--- config.mk ---
export PLATFORM = sky130hd
export DESIGN_NAME = mult_div_unit
export DESIGN_NICKNAME = d
export VERILOG_FILES = /design/src/rtl/mult_div_unit.sv
export SDC_FILE = /design/constraint.sdc
export NUM_CORES = 1
export LEC_CHECK = 0
export BUFFER_PORTS_ARGS = -buffer_cell sky130_fd_sc_hd__buf_4
export CAP_MARGIN = 0
export CORE_MARGIN = 2
export CORE_UTILIZATION = 50
export CTS_BUF_LIST = sky130_fd_sc_hd__clkbuf_2 sky130_fd_sc_hd__clkbuf_4 sky130_fd_sc_hd__clkbuf_8
export DETAILED_ROUTE_END_ITERATION = 8
export PLACE_DENSITY = 0.73
export SLEW_MARGIN = 20
export SYNTH_ARGS = -nofsm -noshare
export SYNTH_HDL_FRONTEND = slang
export SYNTH_SLANG_ARGS = --single-unit
--- constraint.sdc ---
create_clock -name Clk -period 5.59 [get_ports Clk]
set_input_delay 0.2795 -clock Clk [delete_from_list [all_inputs] [get_ports Clk]]
set_output_delay 0.2795 -clock Clk [all_outputs]
set_load 0.05 [all_outputs]
--- src/rtl/mult_div_unit.sv ---
// Iterative signed/unsigned multiply/divide unit for the Hi/Lo register pair.
// Multiply uses shift-add on operand magnitudes. Divide uses restoring
// division, one quotient bit per cycle. A FIX cycle applies the sign
// correction, and DONE presents the result for a single cycle.
module mult_div_unit #(
  parameter int WIDTH = 32,
  parameter int CNT_W = $clog2(WIDTH + 1)
) (
  input  logic             Clk,
  input  logic             Reset,
  input  logic             start,
  input  logic [1:0]       op,
  input  logic [WIDTH-1:0] RegA,
  input  logic [WIDTH-1:0] RegB,
  output logic             busy,
  output logic             done,
  output logic [WIDTH-1:0] Hi,
  output logic [WIDTH-1:0] Lo,
  output logic             divide_by_zero
);

  typedef enum logic [1:0] {IDLE, RUN, FIX, DONE} state_t;

  state_t             state_q, state_d;
  logic [1:0]         op_q;
  logic [CNT_W-1:0]   cnt_q;
  logic [WIDTH-1:0]   acc_hi;   // multiply: upper partial product; divide: remainder
  logic [WIDTH-1:0]   acc_lo;   // multiply: multiplier/lower product; divide: dividend/quotient
  logic [WIDTH-1:0]   opnd;     // multiply: multiplicand magnitude; divide: divisor magnitude
  logic               neg_res;  // operand signs differ (signed ops only)
  logic               neg_rem;  // dividend was negative (signed ops only)

  // Operand decode at acceptance time. op[0]=1 selects the unsigned variants,
  // and op[1]=1 selects divide.
  logic               a_neg, b_neg, div_zero;
  logic [WIDTH-1:0]   a_mag, b_mag;

  assign a_neg    = ~op[0] & RegA[WIDTH-1];
  assign b_neg    = ~op[0] & RegB[WIDTH-1];
  assign a_mag    = a_neg ? (~RegA + 1'b1) : RegA;
  assign b_mag    = b_neg ? (~RegB + 1'b1) : RegB;
  assign div_zero = op[1] & (RegB == '0);

  assign busy = (state_q != IDLE);
  assign done = (state_q == DONE);

  // State register.
  always_ff @(posedge Clk) begin
    // NOTE: sequential state is written with non-blocking assignments so every
    // flop samples pre-edge values, independent of block ordering.
    if (Reset) state_q <= IDLE;
    else       state_q <= state_d;
  end

  // Next-state logic.
  always_comb begin
    // NOTE: the default assignment first guarantees every path drives state_d,
    // so no latch is inferred.
    state_d = state_q;
    case (state_q)
      IDLE: if (start) state_d = div_zero ? DONE : RUN;
      RUN:  if (cnt_q == CNT_W'(1)) state_d = FIX;
      FIX:  state_d = DONE;
      DONE: state_d = IDLE;
      default: state_d = IDLE;
    endcase
  end

  // One multiply or divide step, derived from the current accumulators.
  logic [WIDTH:0]   mul_sum;
  logic [WIDTH:0]   div_trial;
  logic             div_ge;
  logic [WIDTH-1:0] div_diff;

  always_comb begin
    mul_sum   = {1'b0, acc_hi} + (acc_lo[0] ? {1'b0, opnd} : '0);
    div_trial = {acc_hi, acc_lo[WIDTH-1]};
    div_ge    = (div_trial >= {1'b0, opnd});
    // The trial is always below twice the divisor, so the difference fits in
    // WIDTH bits whenever it is used.
    div_diff  = div_trial[WIDTH-1:0] - opnd;
  end

  // Sign correction applied on the FIX -> DONE edge.
  logic [WIDTH-1:0]   fix_hi, fix_lo;
  logic [2*WIDTH-1:0] prod_neg;

  always_comb begin
    fix_hi   = acc_hi;
    fix_lo   = acc_lo;
    prod_neg = -{acc_hi, acc_lo};
    if (!op_q[0]) begin
      if (op_q[1]) begin
        if (neg_res) fix_lo = -acc_lo;
        if (neg_rem) fix_hi = -acc_hi;
      end else if (neg_res) begin
        {fix_hi, fix_lo} = prod_neg;
      end
    end
  end

  // Datapath: operand capture, iteration, and result registers.
  always_ff @(posedge Clk) begin
    if (Reset) begin
      // NOTE: every datapath register is cleared on reset, so an aborted
      // operation leaves no residue and Hi/Lo read zero afterwards.
      op_q           <= '0;
      cnt_q          <= '0;
      acc_hi         <= '0;
      acc_lo         <= '0;
      opnd           <= '0;
      neg_res        <= 1'b0;
      neg_rem        <= 1'b0;
      Hi             <= '0;
      Lo             <= '0;
      divide_by_zero <= 1'b0;
    end else begin
      case (state_q)
        IDLE: begin
          if (start) begin
            op_q           <= op;
            cnt_q          <= CNT_W'(WIDTH);
            divide_by_zero <= div_zero;
            neg_res        <= a_neg ^ b_neg;
            neg_rem        <= a_neg;
            acc_hi         <= '0;
            if (op[1]) begin
              opnd   <= b_mag;
              acc_lo <= a_mag;
            end else begin
              opnd   <= a_mag;
              acc_lo <= b_mag;
            end
          end
        end
        RUN: begin
          cnt_q <= cnt_q - 1'b1;
          if (op_q[1]) begin
            acc_hi <= div_ge ? div_diff : div_trial[WIDTH-1:0];
            acc_lo <= {acc_lo[WIDTH-2:0], div_ge};
          end else begin
            acc_hi <= mul_sum[WIDTH:1];
            acc_lo <= {mul_sum[0], acc_lo[WIDTH-1:1]};
          end
        end
        FIX: begin
          Hi <= fix_hi;
          Lo <= fix_lo;
        end
        default: ;
      endcase
    end
  end

endmodule

# ---- Word-level counts from Yosys, hierarchy flattened
# Cells that the tools add are included.
dict set report op_classes {
  n_addsub 8
  n_lt_le_gt_ge 1
  eq_ne 6
  n_mux 26
  bitwise_logic 7
  n_reduce_logical 7
}
# op count
set ops {}
lappend ops {{$mux 32} 18}
lappend ops {{$pmux 32 s2} 2}
lappend ops {{$add 32x1->32 const B} 2}
lappend ops {{$neg 32->32} 2}
lappend ops {{$neg 64->64} 1}
lappend ops {{$not 32->32} 2}
lappend ops {{$add 32x32->33} 1}
lappend ops {{$ge 33x32->1} 1}
lappend ops {{$logic_not 32->1} 1}
lappend ops {{$sub 32x32->32} 1}
lappend ops {{$pmux 6 s2} 1}
lappend ops {{$pmux 2 s4} 1}
lappend ops {{$eq 6x1->1 const B} 1}
lappend ops {{$mux 2} 3}
lappend ops {{$mux 6} 1}
lappend ops {{$reduce_and 2->1} 3}
lappend ops {{$sub 6x1->6 const B} 1}
lappend ops {{$eq 2x2->1 const B} 2}
lappend ops {{$ne 2x2->1 const B} 2}
lappend ops {{$reduce_bool 2->1} 2}
lappend ops {{$and 1x1->1} 3}
lappend ops {{$eq 2x1->1 const B} 1}
lappend ops {{$logic_not 2->1} 1}
lappend ops {{$not 1->1} 1}
lappend ops {{$xor 1x1->1} 1}
dict set report totals {
  reg_bits 173
  input_bits 69
  out_inout_bits 67
}

# ---- Longest topological paths before layout
# Gate-level depths: netlist (run 1).
dict set report logic_depth {
  word_depth 6
  mapped_depth 14
  depth_no_buf 13
}

# ---- Least setup slack after synthesis (run 1)
# No wires, ideal clock.
dict set report synth_path {
  path_type {register -> register}
  start {register acc_lo[0]}
  end {register acc_hi[24]}
  setup_time_ns 0.122
  arrival_ns 3.109
  required_ns 5.468
  slack_ns 2.359
  stages_incl_launch_ff 14
  path_buffers 1
  synth_period_minus_slack_ns 3.231
  cell_sequence {dfxtp_1 -> inv_1 -> clkbuf_1 -> nor2_1 -> ha_1 -> a21o_1 -> nor3_1 -> a2111o_1 -> a2111oi_0 -> o21ai_0 -> nand2b_1 -> a41oi_1 -> xnor2_1 -> a221o_1}
}
dict set report synth_via {
  elab_chain_len 4
}
# item line_no
set synth_lines {}
lappend synth_lines {{start: declaration} 28} ;# logic [WIDTH-1:0] acc_lo;
lappend synth_lines {{start signal: assignment} 129} ;# acc_lo <= a_mag;
lappend synth_lines {{start signal: assignment} 132} ;# acc_lo <= b_mag;
lappend synth_lines {{start signal: assignment} 140} ;# acc_lo <= {acc_lo[WIDTH-2:0], div_ge};
lappend synth_lines {{$mux 32} 76} ;# mul_sum = {1'b0, acc_hi} + (acc_lo[0] ? {1'b0, opnd} : '0);
lappend synth_lines {{$add 32x32->33} 76}
lappend synth_lines {{$mux 32} 138} ;# if (op_q[1]) begin
lappend synth_lines {{$pmux 32 s2} 118} ;# case (state_q)
lappend synth_lines {{end signal: assignment} 139} ;# acc_hi <= div_ge ? div_diff : div_trial[WIDTH-1:0];
lappend synth_lines {{end signal: assignment} 142} ;# acc_hi <= mul_sum[WIDTH:1];
lappend synth_lines {{end: declaration} 27} ;# logic [WIDTH-1:0] acc_hi;
# No other way between the ends.
# A chain may end at the register's enable or synchronous reset.

# ---- Worst setup path after layout (run 1)
dict set report layout_path {
  start {register acc_hi[23]}
  end {register acc_hi[15]}
}
dict set report layout_via {
  elab_chain_len 4
}
# item line_no
set layout_lines {}
lappend layout_lines {{$ge 33x32->1} 78} ;# div_ge = (div_trial >= {1'b0, opnd});
lappend layout_lines {{$mux 32} 139}
lappend layout_lines {{$mux 32} 138}
lappend layout_lines {{$pmux 32 s2} 118}
# No other way between the ends.

==> results of run 1 <==
worst max-delay path by stage:
stage,start,to,slack [ps]
after CTS,acc_hi[22],acc_hi[15],1590
final,acc_hi[23],acc_hi[15],1460
after floorplan,acc_lo[0],acc_hi[24],2360
after global placement,acc_lo[0],acc_hi[24],1670
after global routing,acc_hi[22],acc_hi[15],1260
after detailed placement,acc_hi[22],acc_hi[15],1620
power breakdown:
| group | total, uW | switching, uW | internal, uW |
|---|---|---|---|
| clock | 963 | 607 | 357 |
| sequential | 1870 | 335 | 1540 |
| combinational | 3980 | 2600 | 1380 |
cells in the mapped netlist, types with 26 or more instances:
library cell  number  area (um^2)
nand2b_1          26          163
mux2i_1           50          500
nor2_1           270         1010
ha_1              74          926
xor2_1            65          569
nand2_1          172          646
o21ai_0          108          541
dfxtp_1          173         3460
a21oi_1          150          751
a211oi_1         102          766
clkbuf_1         110          413
nor3_1            70          350
inv_1             82          308
nand3_1           29          145
xnor2_1           99          867
state kept, by name, indices dropped and copies added (netlist names):
name,flops
opnd,32
neg_res,1
cnt_q,6
divide_by_zero,1
neg_rem,1
acc_hi,32
op_q,2
Hi,32
state_q,2
Lo,32
acc_lo,32
worst min-delay path, delay by kind of cell:
| kind | cells | cell delay (ps) |
|---|---|---|
| compound gates | 1 | 50 |
| buf+inv | 1 | 150 |
| simple gates | 1 | 70 |
per-layer routing:
metal / GRT usage, % / vias to the layer above / wire length, um
met5: 0 / - / 0
li1: - / 7218 / -
met4: 9.56 / 0 / 1360
met3: 3.37 / 89 / 3720
met1: 45.3 / 6975 / 21900
met2: 48.5 / 657 / 21600
cells in the final DEF (no fill, tap or decap), drive strengths merged, types with 74 or more instances in the layout:
cell / count
a211oi: 105
a21oi: 150
buf: 153
dfxtp: 173
ha: 74
inv: 88
nand2: 172
nor2: 270
o21ai: 114
xnor2: 99
cell families after synthesis:
kind of cell / count (synthesis) / synth area share (%)
AO/OA/AOI/OAI: 571 / 25.8
XOR/XNOR: 164 / 9.91
adder cells (fa/ha/maj): 76 / 6.66
buffers and inverters: 209 / 5.58
flip-flops: 173 / 23.9
multiplexers: 71 / 5.08
AND/OR/NAND/NOR: 710 / 23.1
through the flow:
step	hold slack [ps]	std cells	area, um^2	utilization [%]
detailed placement	444	2385	15700	54.8
global route	120	2417	16100	56.3
global placement	442	2385	15700	54.8
finish	112	2417	16100	56.3
CTS	93.6	2417	16100	56.3
floorplan	416	1974	14500	-
final cells by class:
type | instances | area (um^2)
clock buffers | 17 | 234
clock inverters | 15 | 209
fillers | 2782 | 12500
inverters | 83 | 312
multi-input cells | 1592 | 10300
flip-flops and latches | 173 | 3460
well taps | 384 | 480
repair buffers | 153 | 1150
==> impl_metrics.toml, run 1 <==
[place]
dp_worst_setup_slack_ps = 1620
dp.final_hpwl_um = 37400
placement.io_buffers = 135
place.gp.congestion = 0.979

[synthesis]
synth_seq_area_share_pct = 23.9
synthArstFlopShare_pct = 0
post_synth_inst_count = 1974
post_synth_num_cell_types = 80
synth.yosys.warnings = 0
flip_flop_cell_with_the_highest_count_after_synthesis = "dfxtp_1"
syn_area_per_cell_um2 = 7.34
ys_ff_latch = 173
synth_enable_flop_cells = 0
syn-num-nets = 2119
netlist_area_um2 = 14500

[clock_tree]
numClockSinks = 173
clk_latency_ps = 490
cell_at_the_root_of_the_clock_tree = "clkbuf_8"
cts_hold_buffers = 0
post_cts_resized = 0
post_cts.repair.setup_buffers = 0
clock_tree.htree_level_count = 4
cts.clk_slew.worst_paths_ps = 110
cts_max_path_buffers = 2
tritoncts = "done"
cts_made_buffers = 17

[critical_path]
worstPathBufferInverterCount = 1
crit_path_cell_trace = "ha_1, nand2_1, nor3_1, and3_1, nand3_1, and3_1, o21ai_4, buf_4, mux2i_1, nand2_1, a32o_1"
reg2reg_from = "acc_hi[23]"
timing.critical_path.required_ps = 5970
cp_slowest_stage_delay_ps = 840
critical_path_class = "flip-flop to flip-flop"
timing.critical_path.arrival_ps = 4510
critical_path_peak_fanout = 30
worstReg2RegEnd = "acc_hi[15]"
r2r_cell_count = 11
worst_setup_path_end_kind = "flip-flop"
crit_path_start_kind = "flip-flop"
master_of_the_slowest_instance_on_the_critical_path = "o21ai_4"
timing.reg2reg.setup_slack_ps = 1460
worst-path-stages = 11
critical_path.top_delay_family = "simple AND/OR/NAND/NOR gates"

[detailed_routing]
drt-total-wl_um = 48600
drc = 0
post_drt_wl_per_cell_um = 20.1
detail_route.first_pass.iterations = 7
vias = 14900
number_of_nets_still_failing_antenna_checks_after_routing = 0
drtIter0Drc = 1522
detail_route.vias_per_cell = 6.18

[floorplanning]
design.core.area_um2 = 28600
design.portCount = 136
floorplan.die_area_um2 = 30400
placement_rows = 62
initial_core_util_pct = 50.6
chipWidth_um = 174
die_height_um = 174

[run]
max_cap_viol_count = 0

[finish]
drive_above_1_share_pct = 12.1
nets_finish = 2165
area_growth_syn_to_layout_pct = 11.2
antenna_cells_inserted = 0

[power]
total_power_uw = 6820
ir_worst_vdd_v = 0.000220
power_leakage_uw = 0.00640
p_per_area_nw_per_um2 = 423

[global_routing]
overflow = 0
grt_util_all_layers_pct = 31.2
grt_start_max_net_pins = 93
vias_in_the_first_global_route = 13500
grt_pass1_wl_um = 75500
antenna_found_initial = 1

[worst_hold_path]
min_to = "op_q[0]"
min-delay-path-class = "input port to flip-flop"
hold_depth = 3
hold_path_startpoint = "op[0]"

[sta]
skew_ps = 20.1
tightest_pin_transition_ps = 1170
max_freq_mhz = 242
final-max-slew-violation-count = 0
unrepaired_setup_endpoints_after_global_routing = "false"
timing.setup.tns_ps = 0
layout_min_cycle_time_ps = 4130
timing.final.crit_share_pct = 73.9
setup_viol = 0
hold_viol_final = 0
max-slew-margin-rel_pct = 22.1
worst_slack_ps = 1460

[status]
run_status = "finished clean"
(Power assumes the default switching activity.)
==> run 2: changes to the inputs <==
--- a/config.mk
+++ b/config.mk
@@ -11,7 +11,7 @@
 export CORE_UTILIZATION = 50
 export CTS_BUF_LIST = sky130_fd_sc_hd__clkbuf_2 sky130_fd_sc_hd__clkbuf_4 sky130_fd_sc_hd__clkbuf_8
 export DETAILED_ROUTE_END_ITERATION = 8
-export PLACE_DENSITY = 0.73
+export PLACE_DENSITY = 0.76
 export SLEW_MARGIN = 20
 export SYNTH_ARGS = -nofsm -noshare
 export SYNTH_HDL_FRONTEND = slang
==> constraint.sdc (replaced) <==
create_clock -name Clk -period 3.4 [get_ports Clk]
set_input_delay 0.17 -clock Clk [delete_from_list [all_inputs] [get_ports Clk]]
set_output_delay 0.17 -clock Clk [all_outputs]
set_load 0.05 [all_outputs]
==> run 2 against run 1 <==
  * Sequential power increased by 58%
  * Utilization increased by 3.6 points
  * Fmax increased by 26%
  * Worst setup slack got worse by 1300 ps
  * Sequential share of layout area decreased by 1.3 points
  * Clock skew decreased by 1.7 ps
  * Register-to-register slack got worse by 1300 ps
  * Combinational power increased by 78%
  * Via count increased by 3.7%
  * First-iteration DRC count increased by 1.2%
  * Final cell count increased by 5.0%
  * Largest power group unchanged
  * Highest routed layer is now met5
==> impl_metrics.toml, run 2 (synthesis gave the netlist of run 1 again) <==
[worst_hold_path]
min_to = "opnd[0]"
hold_path_startpoint = "RegB[0]"
min-delay-path-class = "input port to flip-flop"
hold_depth = 3

[sta]
final-max-slew-violation-count = 0
max-slew-margin-rel_pct = 44.9
tightest_pin_transition_ps = 827
unrepaired_setup_endpoints_after_global_routing = "true"
hold_viol_final = 0
finalHoldWorstSlack_ps = 118
worst_slack_ps = 128
skew_ps = 18.5
layout_min_cycle_time_ps = 3270
max_freq_mhz = 306
timing.final.crit_share_pct = 96.2
setup_viol = 0

[place]
dp_worst_setup_slack_ps = 59.4
place.gp.congestion = 0.981
dp.final_hpwl_um = 39800
placement.io_buffers = 135

[detailed_routing]
detail_route.first_pass.iterations = 5
drtIter0Drc = 1541
detail_route.vias_per_cell = 6.10
drc = 0
vias = 15500
number_of_nets_still_failing_antenna_checks_after_routing = 0
drt-total-wl_um = 50500
post_drt_wl_per_cell_um = 19.9

[global_routing]
grt_start_max_net_pins = 92
antenna_found_initial = 2
grt_pass1_wl_um = 77500
grt_util_all_layers_pct = 32.2
vias_in_the_first_global_route = 14100
overflow = 0

[floorplanning]
design.core.area_um2 = 28600
chipWidth_um = 174
initial_core_util_pct = 50.6
floorplan.die_area_um2 = 30400
design.portCount = 136
die_height_um = 174
placement_rows = 62

[critical_path]
critical_path_peak_fanout = 6
timing.critical_path.required_ps = 3770
timing.reg2reg.setup_slack_ps = 130
crit_path_start_kind = "flip-flop"
timing.critical_path.arrival_ps = 3640
reg2reg_from = "opnd[9]"
worstReg2RegEnd = "acc_hi[31]"
critical_path_class = "flip-flop to flip-flop"
worst_setup_sp = "opnd[9]"
worst_setup_path_end_kind = "flip-flop"
r2r_cell_count = 13

[finish]
finalCoreUtilization_pct = 59.9
drive_above_1_share_pct = 17.5
fillerInstances = 2714
area_growth_syn_to_layout_pct = 18.2
nets_finish = 2285
mostFrequentLayoutCells = "nor2_1, buf_4, nand2_1"

[power]
p_per_area_nw_per_um2 = 681
ir_worst_vdd_v = 0.000324
total_power_uw = 11700
power_leakage_uw = 0.00702

[status]
run_status = "finished clean"

[clock_tree]
clock_tree.htree_level_count = 4
cts.clk_slew.worst_paths_ps = 110
numClockSinks = 173
cts_made_buffers = 17
cell_at_the_root_of_the_clock_tree = "clkbuf_8"
cts_max_path_buffers = 2
tritoncts = "done"
clk_latency_ps = 500

[run]
max_cap_viol_count = 0
-- run 2: changes by cell type in the layout (fill, tap and decap cells not counted), sizes merged --
cell / previous run / this run
inv: 88 / 89
clkinv: 10 / 7
dlygate4sd3: 0 / 1
diode: 0 / 1
bufinv: 0 / 2
buf: 153 / 272
-- run 2: worst max-delay path by stage --
stage                       to  slack (ps)  depth (start not counted)
global placement    acc_hi[24]          90                         14
detailed placement  acc_hi[31]          60                         14
floorplan           acc_hi[24]         170                         13
global route        acc_hi[31]         -90                         12
CTS                 acc_hi[31]           4                         13
finish              acc_hi[31]         130                         13
-- run 2: layout make-up --
cell class	instances	area (um^2)	area share, %
sequential	173	3470	20.2
timing repair buffer	273	2080	12.1
clock inverter	15	215	1.26
clock buffer	17	234	1.37
multi-input combinational	1592	10300	60.4
tap	384	480	2.80
inverter	83	312	1.82
antenna	1	2.50	0.0146
-- run 2: per-layer routing --
metal | share of wire, % | vias to the layer above | wire length [um] | track usage [%]
li1 | - | 7471 | - | -
met1 | 44 | 7288 | 22200 | 44.4
met2 | 45 | 630 | 22900 | 51.3
met3 | 7.6 | 96 | 3840 | 4.46
met4 | 3.1 | 2 | 1560 | 11.4
met5 | 0.036 | - | 18 | 0
-- run 2: per-stage QoR --
step                      TNS, ps  std cells  area, um^2
after floorplan                 0       1974       14500
after global placement          0       2499       16500
after detailed placement        0       2499       16500
after CTS                       0       2532       17000
after global routing        -91.4       2537       17100
final                           0       2538       17100
-- run 2: critical path, stage by stage, from the launching register on --
cell and delay, ps:
dfxtp_1 400, inv_1 130, ha_1 300, a21o_1 220, a2111oi_0 460, o2111ai_1 260, nand3_1 120, and3_1 270
o21ai_4 110, buf_4 190, buf_4 150, nand3_1 80, mux2i_1 80, a2111oi_0 380
-- run 2: what timing repair did --
action / CTS / global route
pin swaps: 1 / 6
buffers inserted: 0 / 5
resized for setup: 2 / 18
hold buffers: 1 / 0
endpoints found under the hold margin: 1 / 0
endpoints found under the setup margin: 1 / 16
-- run 2: report_power, final --
| part | internal, uW | switching (uW) | total, uW |
|---|---|---|---|
| sequential | 2530 | 416 | 2950 |
| clock | 705 | 954 | 1660 |
| combinational | 2610 | 4460 | 7070 |
==> run 3: changes to the inputs <==
--- a/config.mk
+++ b/config.mk
@@ -12,6 +12,7 @@
 export CTS_BUF_LIST = sky130_fd_sc_hd__clkbuf_2 sky130_fd_sc_hd__clkbuf_4 sky130_fd_sc_hd__clkbuf_8
 export DETAILED_ROUTE_END_ITERATION = 8
 export PLACE_DENSITY = 0.76
+export RECOVER_POWER = 100
 export SLEW_MARGIN = 20
 export SYNTH_ARGS = -nofsm -noshare
 export SYNTH_HDL_FRONTEND = slang
==> run 3 against run 2 <==
  * The flow now finishes with violations (max-capacitance violations, max-slew violations)
  * Clock power about the same
  * Sequential share of layout area rose by 0.40 points
  * Combinational power decreased by 3.7%
  * Critical endpoint unchanged
  * Largest power group unchanged
==> impl_metrics.toml, run 3 (synthesis gave the netlist of run 1 again) <==
[status]
run_status = "complete, but fails checks"
failed_checks = "max-capacitance violations, max-slew violations"

[place]
dp.final_hpwl_um = 39800
placed_cells = 2499
place.gp.congestion = 0.981
placement.io_buffers = 135

[floorplanning]
placement_rows = 62
design.core.area_um2 = 28600
initial_core_util_pct = 50.6
design.portCount = 136
die_height_um = 174
chipWidth_um = 174
floorplan.die_area_um2 = 30400

[sta]
timing.final.crit_share_pct = 98.1
max_freq_mhz = 300
finalHoldWorstSlack_ps = 122
skew_ps = 16.6
timing.setup.tns_ps = 0
setup_viol = 0
hold_viol_final = 0
tightest_pin_transition_ps = 2360
layout_min_cycle_time_ps = 3340
final-max-slew-violation-count = 69
max-slew-margin-rel_pct = -57.0
unrepaired_setup_endpoints_after_global_routing = "true"

[critical_path]
crit_path_cell_trace = "inv_1, ha_1, a21o_1, a2111oi_0, o2111ai_1, nand3_1, and3_1, o21ai_4, clkbuf_1, buf_4, nand3_1, mux2i_1, a2111oi_0"
worst_setup_path_end_kind = "flip-flop"
master_of_the_slowest_instance_on_the_critical_path = "a2111oi_0"
cp_slowest_stage_delay_ps = 450
critical_path_class = "flip-flop to flip-flop"
critical_path_peak_fanout = 6
timing.critical_path.required_ps = 3770
timing.critical_path.arrival_ps = 3710
r2r_cell_count = 13
crit_path_start_kind = "flip-flop"

[global_routing]
grt_pass1_wl_um = 77500
antenna_found_initial = 2
grt_util_all_layers_pct = 32.2
overflow = 0
vias_in_the_first_global_route = 14100
grt_start_max_net_pins = 92

[finish]
multi_input_comb_area_um2 = 10300
final_cells = 2538
drive_above_1_share_pct = 13.7
final-seq-area_um2 = 3470
nets_finish = 2285
final_common_cell = "nor2_1"
area_growth_syn_to_layout_pct = 16.0
mostFrequentLayoutCells = "nor2_1, buf_4, nand2_1"
fillerInstances = 2811

[detailed_routing]
detail_route.first_pass.iterations = 6
detail_route.vias_per_cell = 6.07
number_of_nets_still_failing_antenna_checks_after_routing = 0
drtIter0Drc = 1460
vias = 15400
drt-total-wl_um = 50700
post_drt_wl_per_cell_um = 20.0
drc = 0

[clock_tree]
clock_tree.htree_level_count = 4
clk_latency_ps = 490
cts_max_path_buffers = 2
numClockSinks = 173
cts.clk_slew.worst_paths_ps = 110
cts_made_buffers = 17
tritoncts = "done"
cell_at_the_root_of_the_clock_tree = "clkbuf_8"

[worst_hold_path]
hold_depth = 3
min-delay-path-class = "input port to flip-flop"

[power]
ir_worst_vdd_v = 0.000316
power_leakage_uw = 0.00670
p_per_area_nw_per_um2 = 679

[run]
max_cap_viol_count = 1
run 3: cell types whose count changed in the layout (fill, tap and decap cells not counted), moves of 2 or more:
cell / change
a211oi_2: -2
a211oi_1: +2
clkbuf_2: +6
and2_0: +2
buf_4: -81
o21ai_0: +2
clkbuf_1: +74
and2_1: -2
run 3: repair_timing:
item / in CTS / in global routing
resized for setup: 2 / 18
buffers inserted: 0 / 5
hold buffers: 1 / 0
pin swaps: 1 / 6
endpoints found under the setup margin: 1 / 16
endpoints found under the hold margin: 1 / 0
run 3: final cells by class:
cell class	instances	share of cell area, %
tap	384	2.86
multi-input combinational	1592	61.3
sequential	173	20.6
timing repair buffer	273	10.6
inverter	83	1.85
clock buffer	17	1.39
antenna	1	0.0149
clock inverter	15	1.28
run 3: power breakdown:
part | switching, uW | leakage, uW | internal (uW)
Combinational | 4450 | 0.00506 | 2360
Sequential | 412 | 0.00142 | 2530
Clock | 952 | 0.000225 | 705
run 3: critical path: cells and delay by family (launching register included):
kind	cells	cell delay [ps]
adders and majority gates	1	300
and+or+nand+nor	3	470
buffers and inverters	3	550
muxes	1	80
DFF	1	400
AOI/OAI and AO/OA	5	1420
run 3: final timing paths:
| check | from | endpoint | slack, ps |
|---|---|---|---|
| hold / removal | RegA[0] | opnd[0] | 120 |
| hold reg to reg | opnd[17] | opnd[17] | 460 |
| setup / recovery | opnd[9] | acc_hi[31] | 60 |
| setup reg to reg | opnd[9] | acc_hi[31] | 60 |
run 3: through the flow:
| stage | utilization [%] | setup WS [ps] | total power, uW | area, um^2 |
|---|---|---|---|---|
| floorplan | - | 169 | 7690 | 14500 |
| global placement | 57.8 | 85.7 | 9810 | 16500 |
| detailed placement | 57.8 | 59.4 | 9900 | 16500 |
| CTS | 59.4 | 4.28 | 11500 | 17000 |
| global route | 58.7 | -90.6 | 12100 | 16800 |
| finish | 58.7 | 64.5 | 11400 | 16800 |
run 3: routing by layer:
metal | GRT usage (%) | wire (um) | vias up
met3 | 4.46 | 4020 | 102
met1 | 44.4 | 22300 | 7212
met2 | 51.3 | 22800 | 628
met4 | 11.4 | 1600 | 2
met5 | 0 | 12 | -
li1 | - | - | 7464
